**config.mk**
```make
export PLATFORM = sky130hd
export DESIGN_NAME = ip_ram_read_server
export DESIGN_NICKNAME = d
export VERILOG_FILES = /design/src/rtl/ip_ram_read_server_pkg.sv /design/src/rtl/ip_ram_read_server.sv
export SDC_FILE = /design/constraint.sdc
export NUM_CORES = 1
export LEC_CHECK = 0
export ABC_AREA = 0
export BUFFER_PORTS_ARGS = -buffer_cell sky130_fd_sc_hd__clkbuf_2
export CAP_MARGIN = 5
export CORE_MARGIN = 4
export CORE_UTILIZATION = 56
export CTS_BUF_LIST = sky130_fd_sc_hd__clkbuf_4
export CTS_CLUSTER_SIZE = 25
export DETAILED_ROUTE_END_ITERATION = 8
export PLACE_DENSITY = 0.82
export SYNTH_ARGS = -nofsm -noshare
export SYNTH_HDL_FRONTEND = slang
export SYNTH_SLANG_ARGS = --single-unit
```
**constraint.sdc**
```tcl
create_clock -name clk -period 1.8 [get_ports clk]
set_input_delay 0.27 -clock clk [delete_from_list [all_inputs] [get_ports clk]]
set_output_delay 0.27 -clock clk [all_outputs]
set_load 0.02 [all_outputs]
```
**src/rtl/ip_ram_read_server_pkg.sv**
```systemverilog
// Shared widths and FSM state encoding for the byte-read server that fronts a 16-bit word memory.
package ip_ram_read_server_pkg;

  localparam int BYTE_ADDR_W = 22;
  localparam int WORD_ADDR_W = 21;
  localparam int WORD_W      = 16;
  localparam int BYTE_W      = 8;
  localparam int TMO_W       = 8;

  typedef enum logic [1:0] {
    ST_IDLE = 2'd0,
    ST_REQ  = 2'd1,
    ST_WAIT = 2'd2,
    ST_RESP = 2'd3
  } state_t;

endpackage

```
**src/rtl/ip_ram_read_server.sv**
```systemverilog
// Serves byte reads from a 16-bit word memory with a request timeout and a one-deep pending slot.
// Optional one-word read cache is enabled by defining IP_RAM_READ_SERVER_CACHE_EN.
module ip_ram_read_server
  import ip_ram_read_server_pkg::*;
#(
  parameter logic [TMO_W-1:0]  timeout_cycles = 8'd64,
  parameter logic [BYTE_W-1:0] fill_byte      = 8'hFF
) (
  input  logic                   clk,
  input  logic                   n_reset,
  input  logic                   rd,
  output logic                   busy,
  input  logic [BYTE_ADDR_W-1:0] address,
  output logic [BYTE_W-1:0]      rdata,
  output logic                   rdata_en,
  output logic                   mem_req,
  input  logic                   mem_ack,
  output logic [WORD_ADDR_W-1:0] mem_address,
  input  logic [WORD_W-1:0]      mem_rdata,
  input  logic                   mem_rdata_valid
);

  function automatic logic [BYTE_W-1:0] select_byte(input logic [WORD_W-1:0] word,
                                                    input logic odd);
    return odd ? word[15:8] : word[7:0];
  endfunction

  state_t                 state;
  logic                   rd_q;
  logic                   pend_vld;
  logic [BYTE_ADDR_W-1:0] pend_addr;
  logic                   cur_odd;
  logic [BYTE_W-1:0]      resp_byte;
  logic [TMO_W-1:0]       tmo_cnt;

  logic                   req_edge;
  logic                   start_go;
  logic [BYTE_ADDR_W-1:0] start_addr;
  logic                   tmo_expire;
  logic                   cache_hit;
  logic [BYTE_W-1:0]      cache_byte;

  assign req_edge = rd & ~rd_q;

  // A fresh edge overrides whatever was parked in the pending slot.
  always_comb begin
    start_addr = pend_addr;
    if (req_edge) start_addr = address;
  end

  assign start_go = ((state == ST_IDLE) && req_edge) ||
                    ((state == ST_RESP) && (req_edge || pend_vld));

  assign tmo_expire = ({1'b0, tmo_cnt} + 9'd1) >= {1'b0, timeout_cycles};

`ifdef IP_RAM_READ_SERVER_CACHE_EN
  logic                   cache_vld;
  logic [WORD_ADDR_W-1:0] cache_tag;
  logic [WORD_W-1:0]      cache_data;

  assign cache_hit  = cache_vld && (cache_tag == start_addr[BYTE_ADDR_W-1:1]);
  assign cache_byte = select_byte(cache_data, start_addr[0]);

  // Only a genuine memory response fills the cache; timeouts never do.
  always_ff @(posedge clk or negedge n_reset) begin
    if (!n_reset) begin
      cache_vld  <= 1'b0;
      cache_tag  <= '0;
      cache_data <= '0;
    end else if ((state == ST_WAIT) && mem_rdata_valid) begin
      cache_vld  <= 1'b1;
      cache_tag  <= mem_address;
      cache_data <= mem_rdata;
    end
  end
`else
  assign cache_hit  = 1'b0;
  assign cache_byte = '0;
`endif

  always_ff @(posedge clk or negedge n_reset) begin
    if (!n_reset) begin
      state       <= ST_IDLE;
      rd_q        <= 1'b0;
      busy        <= 1'b0;
      mem_req     <= 1'b0;
      mem_address <= '0;
      rdata       <= '0;
      rdata_en    <= 1'b0;
      pend_vld    <= 1'b0;
      pend_addr   <= '0;
      cur_odd     <= 1'b0;
      resp_byte   <= '0;
      tmo_cnt     <= '0;
    end else begin
      rd_q     <= rd;
      rdata_en <= 1'b0;
      // Idle next cycle only when nothing starts; pending can only live in REQ/WAIT.
      busy     <= !(((state == ST_IDLE) && !req_edge) ||
                    ((state == ST_RESP) && !start_go));

      if (req_edge && ((state == ST_REQ) || (state == ST_WAIT))) begin
        pend_vld  <= 1'b1;
        pend_addr <= address;
      end

      case (state)
        ST_IDLE: ;
        ST_REQ: begin
          tmo_cnt <= tmo_cnt + 8'd1;
          if (tmo_expire) begin
            state     <= ST_RESP;
            mem_req   <= 1'b0;
            resp_byte <= fill_byte;
          end else if (mem_ack) begin
            state   <= ST_WAIT;
            mem_req <= 1'b0;
          end
        end
        ST_WAIT: begin
          tmo_cnt <= tmo_cnt + 8'd1;
          if (mem_rdata_valid) begin
            state     <= ST_RESP;
            resp_byte <= select_byte(mem_rdata, cur_odd);
          end else if (tmo_expire) begin
            state     <= ST_RESP;
            resp_byte <= fill_byte;
          end
        end
        ST_RESP: begin
          // rdata moves together with the pulse so a back-to-back hit cannot disturb it.
          rdata    <= resp_byte;
          rdata_en <= 1'b1;
          state    <= ST_IDLE;
          pend_vld <= 1'b0;
        end
        default: state <= ST_IDLE;
      endcase

      if (start_go) begin
        mem_address <= start_addr[BYTE_ADDR_W-1:1];
        cur_odd     <= start_addr[0];
        tmo_cnt     <= '0;
        if (cache_hit) begin
          state     <= ST_RESP;
          resp_byte <= cache_byte;
        end else begin
          state   <= ST_REQ;
          mem_req <= 1'b1;
        end
      end
    end
  end

endmodule

```
---- After elaboration in Yosys (flattened, before gate mapping) ----
Cells that the tools add are included.
W data, S select, Z words.
storage, ports and cells
  bits in registers ....................... 75
  bits in latches ......................... 0
  memory bits (writable) .................. 0
  bits in read-only memories .............. 0
  bits of input ports ..................... 43
  output and inout port bits .............. 32
  word-level logic and storage cells ...... 64
  memories kept ........................... 0
operators by class
  add/subtract/negate cells ............... 2
  $mul .................................... 0
  div/mod/pow operators ................... 0
  order comparisons ....................... 1
  eq/ne operators ......................... 5
  shifts and indexed selects .............. 0
  multiplexer cells ....................... 20
  bitwise operators ....................... 2
  reduce and logical (&&, ||, !) cells .... 22
operators by type and width
  cell                   number
  $mux W8                5
  $mux W22               1
  $pmux W8 S2            1
  $mux W2                5
  $add A8 B1 Y9 const B  1
  $ge A9 B7 Y1 const B   1
  $add A8 B1 Y8 const B  1
  $ne A4 B4 Y1 const B   2
  $reduce_bool A2 Y1     4
  $mux W1                7
  $pmux W2 S3            1
  $logic_and A1 B1 Y1    5
  $eq A2 B2 Y1 const B   2
  $logic_or A1 B1 Y1     4
  $reduce_bool A4 Y1     1
  $logic_not A1 Y1       3
  $reduce_and A3 Y1      1
  $reduce_bool A3 Y1     1
  $eq A2 B1 Y1 const B   1
  $logic_not A2 Y1       1
  $reduce_and A2 Y1      1
  $reduce_or A2 Y1       1
  $and A1 B1 Y1          1
  $not A1 Y1             1

---- Longest topological paths before layout ----
Gate-level depths: netlist of the first run.
  word-level depth ........................ 9
  gate-level depth with buffers ........... 8
  depth with buffers taken out ............ 7

---- Least setup slack after synthesis of the first run ----
OpenSTA, ideal clock, no wires.
  kind .................................... flip-flop to flip-flop
  from .................................... reg state[0]
  to ...................................... reg pend_addr[10]
  library setup time ...................... 0.125 ns
  data arrival time ....................... 1.495 ns
  data required time ...................... 1.675 ns
  setup slack ............................. 0.181 ns
  cell stages (with the launch flop) ...... 6
  path buffers ............................ 1
  clock period less this slack ............ 1.619 ns
  cells stage by stage .................... dfrtp_1 -> inv_1 -> ha_1 -> nand2_1 -> buf_2 -> mux2_2
on the way
  word-level cells in the longest chain between the ends .. 3
  elaborated cells on any way between the ends .. 4
  those cells by class .................... 2 x eq/ne; 2 x reduce/logical
ends and longest elaborated chain
  element                                              line                       source
  start, declared                                      ip_ram_read_server.sv:28   state_t state;
  start signal, assigned                               ip_ram_read_server.sv:83   state <= ST_IDLE;
  start signal, assigned                               ip_ram_read_server.sv:112  state <= ST_RESP;
  start signal, assigned                               ip_ram_read_server.sv:116  state <= ST_WAIT;
  $eq A2 B1 Y1 / $eq A2 B2 Y1 (equally long branches)  ip_ram_read_server.sv:102  if (req_edge && ((state == ST_REQ) || (state == ST_WAIT))) begin
  $logic_or A1 B1 Y1 (*)                               ip_ram_read_server.sv:102
  $logic_and A1 B1 Y1 (*)                              ip_ram_read_server.sv:102
  end signal, assigned                                 ip_ram_read_server.sv:104  pend_addr <= address;
  end, declared                                        ip_ram_read_server.sv:31   logic [BYTE_ADDR_W-1:0] pend_addr;
Mark *: on every way between the ends. The rest lies on a longest branch, timed or not.
A chain may end at the register's enable or synchronous reset.

---- Worst setup path after layout of the first run ----
  from .................................... reg state[1]
  to ...................................... reg state[0]
on the way
  word-level cells in the longest chain between the ends .. 5
  elaborated cells on any way between the ends .. 13
  those cells by class .................... 5 x eq/ne; 2 x mux; 6 x reduce/logical
ends and longest elaborated chain
  element                                                                     line                                                                           source
  $eq A2 B2 Y1 / $logic_not A2 Y1 (equally long branches)                     ip_ram_read_server.sv:52, ip_ram_read_server.sv:107, ip_ram_read_server.sv:51
  $logic_and A1 B1 Y1 (on tied branches)                                      ip_ram_read_server.sv:52, ip_ram_read_server.sv:51
  $logic_or A1 B1 Y1                                                          ip_ram_read_server.sv:51                                                       assign start_go = ((state == ST_IDLE) && req_edge) ||
  $ne A4 B4 Y1 (no source line) / $reduce_bool A4 Y1 (equally long branches)  -
  $reduce_and A3 Y1 (no source line)                                          -
Several ways; a longest one is shown, not always the timed one.

==> flow_metrics.py, run 1 <==
metrics = {
    "setup_path": {
        "cpPeakStageDelay_ps": 460,
        "end_kind": "flop",
        "cp-start-kind": "flop",
        "crit_type": "flop to flop",
        "path_cells": "inv_2 > ha_4 > nor2_1 > o21ai_4 > and4b_1 > a21oi_1 > o211a_1",
        "cp_max_fo": 7,
        "critPathRequiredTime_ps": 2150,
        "crit_arrival_ps": 2010,
        "slowest_stage": "dfrtp_2",
    },
    "drt": {
        "drtIter0Drc": 125,
        "wirelength_mm": 6.807,
        "drtAntennaViolNets": 0,
        "vias": 2528,
        "drc": 0,
        "vias_per_cell": 5.532,
        "avgRoutedWirePerCell_um": 14.89,
        "dr.pass1.iters": 4,
    },
    "timing": {
        "worst_pin_slew_ps": 465.3,
        "relSlewSlack": 0.6898,
        "drv_slew": 0,
        "period_share": 0.9240,
        "setup_tns_ps": 0,
        "fin_crit_ps": 1663,
        "hold_viol": 0,
        "setup_viol": 0,
        "fmax_mhz": 601.2,
        "fin_skew_ps": 15.21,
    },
    "clock_tree": {
        "cts_max_path_buffers": 2,
        "htreeDepth": 3,
        "cts_sinks": 75,
        "postCtsSetupBuffers": 0,
        "cts_root_buf": "clkbuf_4",
        "cts_tree": "done",
        "clkLatencyLatePin_ps": 410,
        "cts_buffers": 9,
        "clkTransAtPathRegs_ps": 120,
    },
    "logic_synthesis": {
        "syn_inst": 298,
        "synthArstFlopShare": 1.000,
        "yosysUniqueCellTypes": 44,
        "synth_edf_count": 0,
        "yosysWarningCount": 0,
        "syn_area_per_cell_um2": 11.28,
        "synth_area_mm2": 0.003362,
        "synth_nets": 347,
        "synth-main-ff-cell": "dfrtp_1",
        "ys_ff_latch": 75,
        "seq_area_frac_synth": 0.5582,
    },
    "grt": {
        "grt_usage": 0.2033,
        "overflow": 0,
        "grt_pass1_vias": 2617,
        "grt_max_degree": 35,
        "antenna_found_initial": 0,
        "grt_pass1_wl_mm": 11.91,
    },
    "floorplan": {
        "die_area_mm2": 0.007307,
        "core_mm2": 0.005675,
        "die_h_um": 85.48,
        "fp.dieW_um": 85.48,
        "initial_core_util": 0.5924,
        "ios": 75,
        "num_rows": 27,
    },
    "power_and_ir_drop": {
        "irDropWorstVdd_mv": 0.8774,
        "p_int_uw": 4282,
        "p_per_area_mw_per_mm2": 1764,
        "totalPowerFinal_uw": 7051,
        "clkPwrFrac": 0.124,
        "switchingPower_uw": 2769,
        "combPwrFrac": 0.450,
        "p_seq_frac": 0.426,
        "p_leak_uw": 0.001934,
        "swShare": 0.3927,
    },
    "layout": {
        "diodes": 0,
        "layout-drive-gt1-share": 0.3610,
        "layout.nets": 429,
        "stdcell_area_mm2": 0.003998,
        "regArea_mm2": 0.001878,
        "multiInputGateArea_mm2": 0.001383,
        "fillers": 415,
        "utilization": 0.7044,
        "syn_to_final_growth_pct": 18.91,
    },
    "placed_design": {
        "io_buffer_count": 74,
        "place_area_mm2": 0.003845,
        "hpwl_mm": 4.988,
        "place_congestion": 0.8282,
    },
    "run_status": {
        "status": "completed",
    },
    "min_path": {
        "hold_class": "input pin to flop",
    },
    "job": {
        "max_cap_viol_count": 0,
    },
}
==> power by group through the flow <==
stage / combinational, µW / sequential (µW) / clock (µW)
after global placement: 3020 / 2980 / 0
after detailed placement: 3140 / 3030 / 0
after global routing: 3520 / 3110 / 982
after CTS: 3150 / 3000 / 896
final: 3170 / 3000 / 872
after floorplan: 1870 / 3340 / 0
==> per-stage QoR <==
stage	hold WS (ps)	setup slack, ps	instances
after floorplan	-25.59	180.7	298
after global placement	249.5	151.1	439
after detailed placement	250.7	40.36	439
after CTS	61.76	29.70	457
after global routing	53.06	-4.076	457
final	84.49	136.8	457
==> layout by cell type, fill, tap and decap left out, types with 2 or more instances in the layout <==
master,count
and3_1,2
inv_1,3
xor2_1,5
clkbuf_4,11
clkinv_2,2
buf_4,11
mux2_2,26
mux2_1,4
nand4_1,3
buf_12,2
dfrtp_1,74
a2bb2oi_1,8
nor2_1,33
ha_1,4
mux2i_1,10
nand2_1,49
nor3_1,2
clkbuf_2,73
a21oi_1,5
dlygate4sd3_1,2
o21ai_0,2
a31oi_1,23
==> cell type report <==
cell class	count	share of cell area
clock buffers	11	0.02066
inverters	4	0.003756
repair buffers	89	0.1299
flip-flops and latches	75	0.4698
clock inverters	5	0.007512
well taps	72	0.02254
multi-input cells	201	0.3459
==> worst max-delay path, delay by kind of cell, from the launching register on <==
| kind | cells | cell delay (ps) |
|---|---|---|
| AND/OR/NAND/NOR | 2 | 310 |
| flip-flops | 1 | 460 |
| AO/OA/AOI/OAI | 3 | 580 |
| buffers and inverters | 1 | 110 |
| adder cells (fa/ha/maj) | 1 | 160 |
==> what timing repair did <==
item,in CTS,in global routing
setup endpoints to repair,0,52
hold buffers,2,0
hold endpoints to repair,33,0
resized for setup,0,6
==> worst paths after layout <==
kind / slack (ps) / to / depth (start not counted) / from
min in group asynchronous: 340 / tmo_cnt[6] / 2 / n_reset
min: 80 / pend_addr[19] / 2 / address[19]
max in group asynchronous: 910 / tmo_cnt[7] / 3 / n_reset
max reg2reg: 140 / state[0] / 7 / state[1]
max: 140 / state[0] / 7 / state[1]
min reg2reg: 500 / mem_req / 1 / mem_req
==> Yosys cell counts (2+ instances only) <==
cell type | count | area (µm²)
a21oi_1 | 5 | 25.02
buf_2 | 7 | 35.03
nand2_1 | 49 | 183.9
a31oi_1 | 23 | 143.9
a2bb2oi_1 | 8 | 70.07
mux2i_1 | 10 | 100.1
and3_1 | 2 | 12.51
inv_1 | 4 | 15.01
mux2_1 | 4 | 45.04
clkbuf_1 | 4 | 15.01
buf_6 | 4 | 45.04
buf_1 | 2 | 7.510
nor2_1 | 33 | 123.9
xor2_1 | 5 | 43.79
ha_1 | 6 | 75.07
nand4_1 | 3 | 18.77
o21ai_0 | 2 | 10.01
nor3_1 | 2 | 10.01
dfrtp_1 | 75 | 1877
mux2_2 | 26 | 292.8
==> cell families (layout without fill, tap and decap cells) <==
| group | count (synthesis) | in the layout | synth area share |
|---|---|---|---|
| flops | 75 | 75 | 0.5582 |
| compound gates | 48 | 48 | 0.09937 |
| buf+inv | 22 | 109 | 0.03721 |
| mux | 41 | 41 | 0.1343 |
| simple gates | 100 | 100 | 0.1329 |
| xor+xnor | 6 | 6 | 0.01563 |
| fa+ha+maj | 6 | 6 | 0.02233 |
==> state kept, by name, summed over array words and instances (netlist names) <==
register	flops
busy	1
cur_odd	1
mem_address	21
mem_req	1
pend_addr	22
pend_vld	1
rd_q	1
rdata	8
rdata_en	1
resp_byte	8
state	2
tmo_cnt	8
==> layer usage <==
| metal | vias to the layer above | part of all wire | GRT usage |
|---|---|---|---|
| met5 | - | 0 | 0 |
| met4 | 0 | 0.012 | 0.08921 |
| met3 | 9 | 0.074 | 0.04660 |
| met2 | 87 | 0.50 | 0.3390 |
| met1 | 1236 | 0.42 | 0.2530 |
| li1 | 1196 | - | - |
Note: power is estimated with default switching activity, not from simulation.
==> run 2, diff against run 1 <==
Settings changed: CELL_PAD_IN_SITES_DETAIL_PLACEMENT set to 0, CELL_PAD_IN_SITES_GLOBAL_PLACEMENT set to 1, CORE_UTILIZATION 56 to 44, PLACE_DENSITY 0.82 to unset, PLACE_DENSITY_LB_ADDON set to 0.1.
==> run 2 against run 1 <==
Flip-flop and latch count did not move. Sequential power fell by 1%. Core utilization fell by 15 points. Via count fell by 4.8%. First-iteration DRC count fell by 43%. Register-to-register slack got worse by 50 ps. Wire length rose by 0.48%. Clock skew fell by 2.4 ps. Cell count rose by 5.9%. Critical path type unchanged. Global-route usage fell by 3.9 points.
==> flow_metrics.py, run 2 (synthesis gave the netlist of run 1 again) <==
metrics = {
    "run_status": {
        "status": "completed",
    },
    "drt": {
        "drtAntennaViolNets": 0,
        "drtIter0Drc": 71,
        "vias_per_cell": 4.971,
        "drc": 0,
        "dr.pass1.iters": 4,
        "wirelength_mm": 6.840,
        "vias": 2406,
        "avgRoutedWirePerCell_um": 14.13,
    },
    "timing": {
        "rsz0062_at_grt": "false",
        "worst_pin_slew_ps": 528.0,
        "period_share": 0.9517,
        "fmax_mhz": 583.7,
        "hold_viol": 0,
        "drv_slew": 0,
        "relSlewSlack": 0.6480,
        "setup_viol": 0,
        "fin_crit_ps": 1713,
        "fin_hold_ws_ps": 81.78,
        "setup_tns_ps": 0,
        "fin_skew_ps": 12.82,
    },
    "setup_path": {
        "cp_max_fo": 7,
        "end_kind": "flop",
        "critPathRequiredTime_ps": 2110,
        "cp-start-kind": "flop",
        "crit_arrival_ps": 2020,
        "crit_type": "flop to flop",
        "startpoint": "state[0]",
        "r2r-start": "state[0]",
    },
    "clock_tree": {
        "cts_sinks": 75,
        "cts_max_path_buffers": 2,
        "clkLatencyLatePin_ps": 410,
        "cts_buffers": 9,
        "htreeDepth": 3,
        "cts_tree": "done",
        "clkTransAtPathRegs_ps": 130,
        "postCtsSetupBuffers": 0,
        "cts_root_buf": "clkbuf_4",
    },
    "floorplan": {
        "ios": 75,
        "initial_core_util": 0.4586,
        "core_mm2": 0.007331,
        "num_rows": 31,
        "die_area_mm2": 0.009103,
        "fp.dieW_um": 95.41,
        "die_h_um": 95.41,
    },
    "layout": {
        "layout.nets": 429,
        "most-common-layout-cells": "75 x dfrtp_1, 73 x clkbuf_2, 49 x nand2_1",
        "syn_to_final_growth_pct": 21.81,
        "regMostFlops": "pend_addr",
        "largest_register_ffs": 22,
        "largest_registers": "pend_addr (22), mem_address (21)",
        "diodes": 0,
        "instances_no_fill": 484,
        "final_common_cell": "dfrtp_1",
        "layout-drive-gt1-share": 0.3558,
    },
    "grt": {
        "overflow": 0,
        "grt_usage": 0.1640,
        "grt_max_degree": 38,
        "antenna_found_initial": 0,
        "grt_pass1_wl_mm": 11.44,
        "grt_pass1_vias": 2323,
    },
    "placed_design": {
        "place_congestion": 0.7764,
        "io_buffer_count": 74,
        "hpwl_mm": 4.770,
        "placed_cells": 466,
    },
    "min_path": {
        "hold_class": "input pin to flop",
        "min_from": "address[9]",
    },
    "power_and_ir_drop": {
        "p_per_area_mw_per_mm2": 1789,
        "irDropWorstVdd_mv": 0.6906,
        "p_leak_uw": 0.001960,
    },
    "job": {
        "max_cap_viol_count": 0,
    },
}
## run 2: worst paths after layout
check | to | slack (ps) | depth (start not counted)
worst min register to register | mem_req | 500 | 1
worst min-delay path | mem_address[8] | 80 | 3
min in group asynchronous | tmo_cnt[6] | 360 | 2
worst max-delay path | state[1] | 90 | 6
max in group asynchronous | resp_byte[7] | 900 | 3
worst max register to register | state[1] | 90 | 6
## run 2: area by class of cell
cell class	count	area, µm²
clock buffer	10	75.07
clock inverter	6	88.84
fill	670	3236
inverter	4	15.01
multi-input combinational	201	1380
sequential	75	1877
tap	99	123.9
timing repair buffer	89	535.5
## run 2: what timing repair did
| action | 4_1_cts | 5_1_grt |
|---|---|---|
| endpoints found under the setup margin | 0 | 17 |
| gates resized for setup | 0 | 4 |
| hold buffers | 2 | 0 |
| hold endpoints to repair | 35 | 0 |
## run 2: worst max-delay path: stages (launching register included)
cell	delay, ps
dfrtp_1	390
buf_4	160
ha_1	270
nor2_1	190
o21ai_4	110
o31a_1	300
o22a_1	190
## run 2: routing by layer
layer  up-vias  wire [µm]  GRT usage
met1      1140       3151     0.2193
li1       1199          -          -
met4         0         98    0.06754
met2        59       3215     0.2554
met3         8        374    0.04104
met5         -          0          0
## run 2: stage by stage
step	worst slack, ps	total power (µW)	util	area, µm²
2_1_floorplan	180.7	5209	-	3362
3_3_place_gp	134.0	6091	0.5308	3891
3_5_place_dp	79.84	6172	0.5308	3891
4_1_cts	54.00	7362	0.5559	4075
5_1_grt	2.543	7905	0.5586	4095
6_report	86.92	7326	0.5586	4095
## run 2: where the power goes
group          internal, µW  total [µW]  leakage, µW  switching [µW]
Sequential             2490        2960     0.000875             472
Clock                   581        1180    0.0000830             601
Combinational          1500        3180      0.00100            1680
